**src/rtl/vga_frame_capture.sv**
```systemverilog
// Frame-capture engine: after an arm pulse, skips FRAME_START frames, then streams
// MAX_FRAMES frames of RGB888 pixels with coordinates through a small output FIFO.
module vga_frame_capture #(
  parameter int unsigned WIDTH       = 640,
  parameter int unsigned HEIGHT      = 480,
  parameter int unsigned COLOR_BITS  = 1,
  parameter int unsigned FIFO_DEPTH  = 16,
  parameter int unsigned FRAME_START = 10,
  parameter int unsigned MAX_FRAMES  = 30
) (
  input  logic                            I_CLK,
  input  logic                            I_RESET,
  input  logic                            I_PIX_EN,
  input  logic                            I_DISPLAY_DATA,
  input  logic                            I_DRAW_FINISH,
  input  logic [COLOR_BITS-1:0]           I_RED,
  input  logic [COLOR_BITS-1:0]           I_GREEN,
  input  logic [COLOR_BITS-1:0]           I_BLUE,
  input  logic                            I_ARM,
  input  logic                            I_PIX_READY,
  output logic                            O_PIX_VALID,
  output logic [23:0]                     O_PIX_DATA,
  output logic [$clog2(WIDTH)-1:0]        O_PIX_X,
  output logic [$clog2(HEIGHT)-1:0]       O_PIX_Y,
  output logic                            O_PIX_LAST,
  output logic [$clog2(MAX_FRAMES+1)-1:0] O_FRAME_IDX,
  output logic                            O_BUSY,
  output logic                            O_DONE,
  output logic                            O_OVERFLOW,
  output logic                            O_SIZE_ERR
);
  localparam int unsigned XW   = $clog2(WIDTH);
  localparam int unsigned YW   = $clog2(HEIGHT);
  localparam int unsigned FW   = $clog2(MAX_FRAMES + 1);
  localparam int unsigned SW   = (FRAME_START > 0) ? $clog2(FRAME_START + 1) : 1;
  localparam int unsigned NPIX = WIDTH * HEIGHT;
  localparam int unsigned CW   = $clog2(NPIX + 1);
  localparam int unsigned AW   = $clog2(FIFO_DEPTH);

  typedef struct packed {
    logic [23:0]   rgb;
    logic [XW-1:0] x;
    logic [YW-1:0] y;
    logic          last;
    logic [FW-1:0] fidx;
  } pix_t;

  typedef enum logic [1:0] {ST_IDLE, ST_SKIP, ST_CAPTURE, ST_DONE} state_t;

  // MSB-align a channel to 8 bits, replicating its bits downward
  function automatic logic [7:0] expand(input logic [COLOR_BITS-1:0] c);
    logic [7:0] e;
    e = '0;
    for (int unsigned i = 0; i < 8; i++) e[7-i] = c[COLOR_BITS-1-(i%COLOR_BITS)];
    return e;
  endfunction

  state_t          state, state_nxt;
  logic            busy, done;
  logic            pix_q, fin_q;
  logic            arm_go, skip_fin, cap_pix, cap_fin;
  logic [SW-1:0]   skip_cnt, skip_inc;
  logic [FW-1:0]   frame_idx;
  logic [XW-1:0]   x;
  logic [YW-1:0]   y;
  logic [CW-1:0]   cnt;
  logic            frame_full;
  logic            size_err, overflow;
  logic            stg_vld;
  pix_t            stg, head;
  pix_t            mem [FIFO_DEPTH];
  logic [AW-1:0]   wr_ptr, rd_ptr, rd_nxt;
  logic [AW:0]     fifo_cnt, fifo_cnt_nxt;
  logic            pix_valid, pop, push, drop;

  // Frame end has priority over a pixel in the same enabled cycle
  assign pix_q      = I_PIX_EN && I_DISPLAY_DATA && !I_DRAW_FINISH;
  assign fin_q      = I_PIX_EN && I_DRAW_FINISH;
  assign skip_inc   = skip_cnt + SW'(1);
  assign frame_full = (cnt == CW'(NPIX));

  always_comb begin
    state_nxt = state;
    arm_go    = 1'b0;
    skip_fin  = 1'b0;
    cap_pix   = 1'b0;
    cap_fin   = 1'b0;
    case (state)
      ST_IDLE, ST_DONE: begin
        if (I_ARM) begin
          arm_go    = 1'b1;
          state_nxt = (FRAME_START > 0) ? ST_SKIP : ST_CAPTURE;
        end
      end
      ST_SKIP: begin
        if (fin_q) begin
          skip_fin = 1'b1;
          if (skip_inc == SW'(FRAME_START)) state_nxt = ST_CAPTURE;
        end
      end
      ST_CAPTURE: begin
        cap_pix = pix_q;
        cap_fin = fin_q;
        if (fin_q && frame_idx == FW'(MAX_FRAMES - 1)) state_nxt = ST_DONE;
      end
      default: state_nxt = ST_IDLE;
    endcase
  end

  always_ff @(posedge I_CLK or posedge I_RESET) begin
    if (I_RESET) begin
      state <= ST_IDLE;
      busy  <= 1'b0;
      done  <= 1'b0;
    end else begin
      state <= state_nxt;
      busy  <= (state_nxt == ST_SKIP) || (state_nxt == ST_CAPTURE);
      done  <= (state_nxt == ST_DONE);
    end
  end

  // Frame/pixel counters; saturate once a frame holds WIDTH*HEIGHT pixels
  always_ff @(posedge I_CLK or posedge I_RESET) begin
    if (I_RESET) begin
      skip_cnt  <= '0;
      frame_idx <= '0;
      x         <= '0;
      y         <= '0;
      cnt       <= '0;
      size_err  <= 1'b0;
    end else if (arm_go) begin
      skip_cnt  <= '0;
      frame_idx <= '0;
      x         <= '0;
      y         <= '0;
      cnt       <= '0;
      size_err  <= 1'b0;
    end else if (skip_fin) begin
      skip_cnt <= skip_inc;
    end else if (cap_fin) begin
      if (!frame_full) size_err <= 1'b1;
      x         <= '0;
      y         <= '0;
      cnt       <= '0;
      frame_idx <= frame_idx + FW'(1);
    end else if (cap_pix) begin
      if (frame_full) begin
        size_err <= 1'b1;
      end else begin
        cnt <= cnt + CW'(1);
        if (x == XW'(WIDTH - 1)) begin
          x <= '0;
          y <= (y == YW'(HEIGHT - 1)) ? '0 : y + YW'(1);
        end else begin
          x <= x + XW'(1);
        end
      end
    end
  end

  always_ff @(posedge I_CLK or posedge I_RESET) begin
    if (I_RESET) begin
      stg_vld <= 1'b0;
      stg     <= '0;
    end else begin
      stg_vld <= cap_pix && !frame_full;
      if (cap_pix && !frame_full) begin
        stg.rgb  <= {expand(I_RED), expand(I_GREEN), expand(I_BLUE)};
        stg.x    <= x;
        stg.y    <= y;
        stg.last <= (x == XW'(WIDTH - 1)) && (y == YW'(HEIGHT - 1));
        stg.fidx <= frame_idx;
      end
    end
  end

  // A pop in the same cycle frees a slot for a push into a full FIFO
  always_comb begin
    pop          = pix_valid && I_PIX_READY;
    push         = stg_vld && ((fifo_cnt != (AW+1)'(FIFO_DEPTH)) || pop);
    drop         = stg_vld && !push;
    rd_nxt       = rd_ptr + AW'(pop);
    fifo_cnt_nxt = fifo_cnt + (AW+1)'(push) - (AW+1)'(pop);
  end

  always_ff @(posedge I_CLK) begin
    if (push) mem[wr_ptr] <= stg;
  end

  // Head register is refilled from memory, or bypassed when the push lands at the head
  always_ff @(posedge I_CLK or posedge I_RESET) begin
    if (I_RESET) begin
      wr_ptr    <= '0;
      rd_ptr    <= '0;
      fifo_cnt  <= '0;
      pix_valid <= 1'b0;
      head      <= '0;
      overflow  <= 1'b0;
    end else begin
      if (push) wr_ptr <= wr_ptr + AW'(1);
      rd_ptr    <= rd_nxt;
      fifo_cnt  <= fifo_cnt_nxt;
      pix_valid <= (fifo_cnt_nxt != '0);
      head      <= (push && wr_ptr == rd_nxt) ? stg : mem[rd_nxt];
      if (arm_go)    overflow <= 1'b0;
      else if (drop) overflow <= 1'b1;
    end
  end

  assign O_PIX_VALID = pix_valid;
  assign O_PIX_DATA  = head.rgb;
  assign O_PIX_X     = head.x;
  assign O_PIX_Y     = head.y;
  assign O_PIX_LAST  = head.last;
  assign O_FRAME_IDX = head.fidx;
  assign O_BUSY      = busy;
  assign O_DONE      = done;
  assign O_OVERFLOW  = overflow;
  assign O_SIZE_ERR  = size_err;

endmodule
```
**config.mk**
```make
export PLATFORM = sky130hd
export DESIGN_NAME = vga_frame_capture
export DESIGN_NICKNAME = d
export VERILOG_FILES = /design/src/rtl/vga_frame_capture.sv
export SDC_FILE = /design/constraint.sdc
export NUM_CORES = 1
export LEC_CHECK = 0
export CAP_MARGIN = 20
export CORE_ASPECT_RATIO = 0.5
export CORE_MARGIN = 2
export CORE_UTILIZATION = 47
export DETAILED_ROUTE_END_ITERATION = 8
export DONT_BUFFER_PORTS = 1
export PLACE_DENSITY = 0.73
export SLEW_MARGIN = 20
export SYNTH_ARGS = -nofsm -noshare
export SYNTH_HDL_FRONTEND = slang
export SYNTH_SLANG_ARGS = --single-unit
```
**constraint.sdc**
```tcl
create_clock -name I_CLK -period 12.7 [get_ports I_CLK]
set_clock_uncertainty 0.05 [all_clocks]
set_input_delay 2.54 -clock I_CLK [delete_from_list [all_inputs] [get_ports I_CLK]]
set_output_delay 2.54 -clock I_CLK [all_outputs]
set_load 0.005 [all_outputs]
```
# Yosys cells after proc, flatten, opt, wreduce, memory -nomap -nowiden
# Memory sizes are Yosys's and may differ from the RTL's. A register that Yosys moved wholly into a read port is not among the register bits.
# Index checks and enable logic that the tools add are counted.
[classes]
reduce_logical = 27
n_eq_ne = 15
muxes = 44
n_addsub = 9
[ops]
columns = ["cell", "n"]
rows = [
  ["$mux W19", 5],
  ["$mux W9", 7],
  ["$mux W10", 6],
  ["$add A19 B1 Y19 const B", 1],
  ["$eq A19 B19 Y1 const B", 1],
  ["$mux W1", 16],
  ["$mux W5", 3],
  ["$add A10 B1 Y10 const B", 1],
  ["$eq A10 B10 Y1 const B", 1],
  ["$add A9 B1 Y9 const B", 1],
  ["$eq A9 B9 Y1 const B", 1],
  ["$logic_and A1 B1 Y1", 9],
  ["$reduce_bool A3 Y1", 3],
  ["$add A4 B1 Y4 const B", 2],
  ["$eq A2 B2 Y1 const B", 4],
  ["$mux W2", 4],
  ["$mux W4", 2],
  ["$reduce_and A4 Y1", 2],
  ["$ne A3 B3 Y1 const B", 2],
  ["$pmux W2 S3", 1],
  ["$reduce_bool A2 Y1", 3],
  ["$add A5 B1 Y5", 1],
  ["$add A5 B1 Y5 const B", 1],
  ["$eq A5 B5 Y1 const B", 1],
  ["other kinds (13)", 17],
]
[totals]
regBits = 110
output_inout_bits = 54
ramBits = 784
mem_count = 1
inputBits = 10
[memory_table]
columns = ["name", "words", "word_bits", "rd", "rd_ports_with_merged_regs", "wr", "line_no", "source"]
rows = [
  ["mem", 16, 49, 1, 1, 1, "71", "pix_t mem [FIFO_DEPTH];"],
]

# Depth between registers and ports, before layout
# Gate-level depths: netlist of the first run.
[depth]
depth_word = 8
ltp_mapped = 13
depth_no_buf = 13

# Least setup slack after synthesis of the first run
# OpenSTA, ideal clock, no wires.
[synth_timing]
path_kind = "input -> register"
from = "input I_PIX_READY"
to = "register O_PIX_X[2] (netlist name)"
setup_slack_ns = 7.501
path_buffers = 3
arrival_time_ns = 5.024
stages = 9
required_ns = 12.525
cell_sequence = "and2_1 > ha_1 > ha_1 > clkbuf_1 > buf_1 > clkbuf_1 > mux4_2 > mux4_2 > mux2_4"
[synth_via]
elab_chain_len = 2
[synth_rtl]
columns = ["element", "line_no", "source"]
rows = [
  ["from (decl)", "20", "input logic I_PIX_READY,"],
  ["$logic_and A1 B1 Y1", "179", "pop = pix_valid && I_PIX_READY;"],
  ["$add A4 B1 Y4", "182", "rd_nxt = rd_ptr + AW'(pop);"],
  ["via rd_nxt[1]", "72", "logic [AW-1:0] wr_ptr, rd_ptr, rd_nxt;"],
]
# The timed path passes the listed nets, and every way through them passes these cells.
# A chain may end at the register's enable or synchronous reset.

# Worst setup path in the final report of the first run
[layout_timing]
from = "input I_PIX_READY"
to = "register O_PIX_DATA[7] (netlist name)"
[layout_via]
elab_chain_len = 2
[layout_rtl]
columns = ["element", "line_no"]
rows = [
  ["$logic_and A1 B1 Y1", "179"],
  ["$add A4 B1 Y4", "182"],
  ["via rd_nxt[0]", "72"],
]
# The timed path passes the listed nets, and every way through them passes these cells.

==> metrics, run 1 <==
simple logic cell fraction of the synthesized area=0.0534; Synth Area in Adders=0.0130; power density over cell area=214 nW/um^2; Slew @ Worst Pin=1.01 ns; antenna-violating nets left=0; Synth top area share=0.590; Inserted Clock Buffers=48; first-pass GRT wire length=73,200 um; reg2reg setup slack=8.55 ns; total area of sequential cells=16,600 um^2; port bufs=0; xor/xnor cell area share of the yosys netlist=0.0154; vias in the first global route=11,600; Mean Syn Cell Area=18.9 um^2; wire per inst=25.6 um; Worst EP required=13.08 ns; total track usage=0.195; number of DRC markers in iteration 0=1,508; final wirelength=48,100 um; gpl congestion=0.811; Post-Syn Area=22,800 um^2; Yosys reg bits=572; crit path DAT=6.07 ns; multi-input logic area=5760 um^2; CP startpoint kind=input port; ranking of synthesized cells by area=edfxtp_1 59%, dfrtp_1 14%, mux4_2 13%; ys async rst share=0.217; gr ovfl total=0; Max clock buf depth=3; compound-gate portion of the synthesized area=0.0138; Min Clock Period, post-route=5.69 ns; syn nets=1,237; postcts setup bufs=0; Max VDD drop=0.188 mV; placed cells=1,793; initial antenna violation count=0; Design Area, Final=24,900 um^2; Syn-to-layout area delta=9.28%; capturing element type of the critical path=flip-flop; dpl cell area=23,400 um^2; post_cts resized=0; clock sink total=572; H-tree Lvls=2; Synth cell types=55; die area=50,400 um^2; post-synth top area cell=edfxtp_1; # rows=56; main combinational cell family by area after synthesis=multiplexers; Final #Nets=1,239; total negative slack=0 ns; Min-Delay Path Class=flip-flop to flip-flop; Root Buffer Master=clkbuf_16; Hold Fails Final Rpt=0; unrepaired setup endpoints after global routing=no; largest net degree at the start of global routing=73; synth warn=0; Post-Syn Instances=1,204; max cap viols=0; Static Leak=8.61 nW; Critical Path Fanout Max=46; Pre-Repair DR Iteration Count=5; placed wire-length estimate=25,700 um; sequential-to-total area share from yosys stat=0.727; relative slew slack=0.324; starting density of the core=0.481; hold_sp=frame_idx[4]$_DFFE_PP0P_; Die Width=315 um; reg-to-reg startpoint=O_PIX_VALID$_DFF_PP0_; Worst Setup Path Type=input port to flip-flop; worst-skew pair later-pin latency=0.56 ns; Via density=5.98; io pins=64; core area=47,400 um^2; final number of setup-violating endpoints=0; post-synthesis mux area share=0.155; status=completed; fill cell count=3,600; DIE HEIGHT=160 um; EDFF count, synth=448; Critical Path Start=I_PIX_READY; fraction of layout cells with a size suffix above 1=0.211; # diodes=0; final std cells w/o fill=1,880; # hold bufs at CTS=0; Slew Viols, Final=0; fmax=0.176 GHz; period utilization=0.448; drt drc=0; CTS tree=built; Worst-path clk slew=0.07 ns; DR vias=11,200; top_reg_cell synth=edfxtp_1
worst max-delay path, stage by stage:
cell and delay, ns:
and2_1 0.17, ha_4 0.73, buf_4 0.84, xor2_1 0.18, nor3_1 0.38, nand3_4 0.62
mux2_2 0.53
cell type report:
cell class              instances  share of cell area
clock buffers                  65              0.0529
multi-input cells             540               0.231
clock inverters                21             0.00829
inverters                      19             0.00306
flip-flops and latches        572               0.665
well taps                     638              0.0321
repair buffers                 25             0.00769
where the power goes:
group	total [mW]	leakage (nW)	switching (mW)	internal (mW)
clock	1.45	0.742	0.644	0.808
sequential	2.39	5.66	0.184	2.20
combinational	1.50	2.20	0.696	0.803
total	5.34	8.61	1.52	3.81
routing by layer:
layer / part of all wire / up-vias / routed length (um) / GRT usage
met3: 0.080 / 58 / 3860 / 0.0356
met2: 0.50 / 503 / 23800 / 0.314
met5: 0 / - / 0 / 0
met4: 0.013 / 0 / 617 / 0.0388
li1: - / 4695 / - / -
met1: 0.41 / 5979 / 19800 / 0.283
Yosys cell counts (all sizes together) (3+ instances only):
| cell type | n |
|---|---|
| and3 | 12 |
| inv | 19 |
| nor2 | 49 |
| a21oi | 7 |
| and2 | 19 |
| nor4 | 3 |
| or4 | 3 |
| nand4 | 16 |
| o31ai | 4 |
| nor3 | 3 |
| edfxtp | 448 |
| and4 | 4 |
| dfrtp | 124 |
| ha | 22 |
| nand2 | 113 |
| nand3 | 27 |
| mux4 | 140 |
| clkbuf | 28 |
| buf | 45 |
| xnor2 | 10 |
| xor2 | 30 |
| mux2 | 28 |
| o21ai | 21 |
metrics by stage:
stage          worst slack (ns)  hold slack [ns]  total power, mW   util
5_1_grt                    6.78            0.521             5.57  0.526
2_1_floorplan              6.81            0.419             3.67      -
4_1_cts                    6.95            0.483             5.38  0.526
3_5_place_dp               6.37            0.461             3.94  0.493
3_3_place_gp               6.44            0.448             3.88  0.493
6_report                   7.01            0.485             5.34  0.526
sequential cells by signal (all words and copies together), names as in the netlist, 9 cells and up:
register,flops
cnt,19
O_PIX_X,10
x,10
stg,28
O_PIX_Y,9
mem,448
y,9
cells by family after synthesis:
family | count (synthesis)
muxes | 170
adders and majority gates | 23
buffers and inverters | 92
AOI/OAI and AO/OA | 49
xor gates and xnor gates | 40
DFF | 572
and+or+nand+nor | 258
worst paths after layout:
check / cells past startpoint / end
worst min register to register: 2 / stg[4]$_DFFE_PP0P_
max in group asynchronous: 2 / x[8]$_DFFE_PP0P_
worst max register to register: 7 / O_PIX_DATA[7]$_DFF_PP0_
worst min-delay path: 2 / stg[4]$_DFFE_PP0P_
min in group asynchronous: 1 / skip_cnt[2]$_DFFE_PP0P_
worst max-delay path: 7 / O_PIX_DATA[7]$_DFF_PP0_
cell usage in the layout, fill, tap and decap left out, types with 3 or more instances in the layout:
cell / count
clkbuf_8: 3
o21ai_1: 11
mux4_1: 7
clkinv_2: 8
o31ai_1: 4
ha_1: 20
buf_4: 24
and4_1: 4
dfrtp_1: 124
and2_1: 19
and3_1: 12
or4_1: 3
nand2_1: 113
mux2_2: 24
xnor2_1: 9
nor3_1: 3
o21ai_0: 9
nor2_1: 49
a21oi_1: 7
inv_1: 17
bufinv_16: 4
clkinv_1: 6
mux4_2: 133
clkbuf_1: 13
nand4_1: 16
nand3_1: 26
clkbuf_16: 49
edfxtp_1: 448
mux2_4: 4
xor2_1: 29
Note: power is estimated with default switching activity, not from simulation.
==> run 2: changes to the inputs <==
PLACE_DENSITY = 0.75   (was 0.73)
clock period = 5.2 ns   (was 12.7 ns; I/O delays follow)
==> metrics, run 2 (synthesized netlist as in run 1, its figures left out) <==
period utilization=0.660; DR vias=11,200 (-0.46%); Inserted Clock Buffers=51 (+6.3%); placed cells=1,797 (+0.22%); Min-Delay Path Class=input port to asynchronous set/reset pin; status=completed; post_cts resized=0 (unchanged); fmax=0.292 GHz; number of DRC markers in iteration 0=1,621 (+7.5%); Reg with most FFs=mem; Largest register FFs=448 (unchanged); total negative slack=0 ns (unchanged); Max clock buf depth=3 (unchanged); crit path to=x[3]$_DFFE_PP0P_; most common cell after layout, fill and taps aside=edfxtp_1; io pins=64 (unchanged); gr ovfl total=0 (unchanged); reg2reg setup slack=1.77 ns (-6.78 ns); postcts setup bufs=0 (unchanged); commonest cells after routing, fill and taps aside=448 x edfxtp_1, 133 x mux4_2, 124 x dfrtp_1; reg-to-reg startpoint=cnt[0]$_DFFE_PP0P_; die area=50,400 um^2 (unchanged); initial antenna violation count=0 (unchanged); Pre-Repair DR Iteration Count=5 (unchanged); CTS tree=built; final std cells w/o fill=1,890 (+0.53%); wire per inst=25.2 um (-1.5%); crit path DAT=3.81 ns (-2.26 ns); power density over cell area=525 nW/um^2 (+140%); Finished Core Util=0.529 (+0.00288); port bufs=0 (unchanged); Max VDD drop=0.712 mV (+280%); Slew Viols, Final=0 (unchanged); Root Buffer Master=clkbuf_16; Critical Path Start=cnt[0]$_DFFE_PP0P_; Final #Nets=1,246 (+0.56%); final wirelength=47,600 um (-1.0%); Worst EP required=5.58 ns (-7.50 ns); final number of setup-violating endpoints=0 (unchanged); Die Width=315 um (unchanged); capturing element type of the critical path=flip-flop; Min Clock Period, post-route=3.43 ns; Placement Setup Slack=1.27 ns (-5.10 ns); Worst-path clk slew=0.06 ns (about the same); first-pass GRT wire length=72,200 um (-1.3%); CP startpoint kind=flip-flop; starting density of the core=0.481 (unchanged); placed wire-length estimate=24,000 um (-6.5%); Syn-to-layout area delta=9.88%; post-route setup slack=1.77 ns (-5.24 ns); total track usage=0.192 (-0.00275); # hold bufs at CTS=0 (unchanged); max cap viols=0 (unchanged); Worst Setup Path Type=flip-flop to flip-flop; gpl congestion=0.801 (-1.2%); Critical Path Fanout Max=32 (-30%); H-tree Lvls=2 (unchanged); Slew @ Worst Pin=1.12 ns (+0.109 ns); cells on worst reg2reg path=11 (+4); drt drc=0 (unchanged); Via density=5.92 (-0.99%); Hold Fails Final Rpt=0 (unchanged); biggest regs=mem: 448 flops, stg: 28 flops, cnt: 19 flops; DIE HEIGHT=160 um (unchanged); fraction of layout cells with a size suffix above 1=0.214 (+0.00311); largest net degree at the start of global routing=96 (+32%); antenna-violating nets left=0 (unchanged); clock sink total=572 (unchanged); worst r2r dst=x[3]$_DFFE_PP0P_; # diodes=0 (unchanged); fill cell count=3,529 (-2.0%); core area=47,400 um^2 (unchanged); Static Leak=8.67 nW (+0.70%); vias in the first global route=11,500 (-0.35%); # rows=56 (unchanged); relative slew slack=0.251 (-0.0728); worst-skew pair later-pin latency=0.58 ns (+0.02 ns); unrepaired setup endpoints after global routing=no
## run 2: cell count changes in the layout (fill, tap and decap cells not counted)
cell / before / now
clkinv_8: 0 / 2
clkinv_2: 8 / 9
buf_12: 0 / 4
buf_16: 0 / 1
clkbuf_16: 49 / 51
clkbuf_1: 13 / 12
buf_6: 1 / 0
clkinv_1: 6 / 11
bufinv_16: 4 / 3
inv_6: 1 / 2
clkbuf_8: 3 / 0
## run 2: area by class of cell
| type | instances | area [um^2] | share of cell area |
|---|---|---|---|
| flip-flops and latches | 572 | 16600 | 0.661 |
| multi-input cells | 540 | 5760 | 0.230 |
| clock buffers | 63 | 1320 | 0.0528 |
| well taps | 638 | 798 | 0.0319 |
| repair buffers | 29 | 288 | 0.0115 |
| clock inverters | 29 | 241 | 0.00964 |
| inverters | 19 | 76.3 | 0.00305 |
## run 2: where the power goes
part | internal [mW] | switching, mW | leakage, nW | total, mW
combinational | 2.02 | 1.72 | 2.25 | 3.74
clock | 1.96 | 1.62 | 0.761 | 3.58
sequential | 5.38 | 0.436 | 5.66 | 5.82
## run 2: how the worst min path moves through the flow
stage | startpoint | end | cells past startpoint
floorplan | x[9]$_DFFE_PP0P_ | x[9]$_DFFE_PP0P_ | 1
global placement | frame_idx[4]$_DFFE_PP0P_ | stg[4]$_DFFE_PP0P_ | 2
detailed placement | frame_idx[4]$_DFFE_PP0P_ | stg[4]$_DFFE_PP0P_ | 2
CTS | frame_idx[4]$_DFFE_PP0P_ | stg[4]$_DFFE_PP0P_ | 2
global route | I_RESET | fifo_cnt[2]$_DFF_PP0_ | 1
finish | I_RESET | O_DONE$_DFF_PP0_ | 1
## run 2: critical path, stage by stage (launching register included)
cell and delay, ns:
dfrtp_1 0.45, inv_1 0.09, ha_1 0.15, nor4b_1 0.26, nand3_1 0.13, nor4_2 0.32, nand2b_1 0.15, buf_4 0.41
inv_2 0.21, nor2_1 0.76, or4_1 0.23, o211ai_1 0.08
## run 2: per-layer routing
metal,routed length [um],up-vias,global-route usage
met2,23200,544,0.306
met1,18900,5849,0.271
li1,-,4713,-
met5,0,-,0
met4,939,0,0.0483
met3,4540,77,0.0453
## run 2: metrics by stage
stage          power [mW]  hold WS [ns]  cell area [um^2]
3_5_place_dp         9.66         0.456             23400
2_1_floorplan        8.96         0.419             22800
5_1_grt              13.7         0.392             25000
3_3_place_gp         9.54         0.451             23400
4_1_cts              13.2         0.472             25000
6_report             13.1         0.364             25000
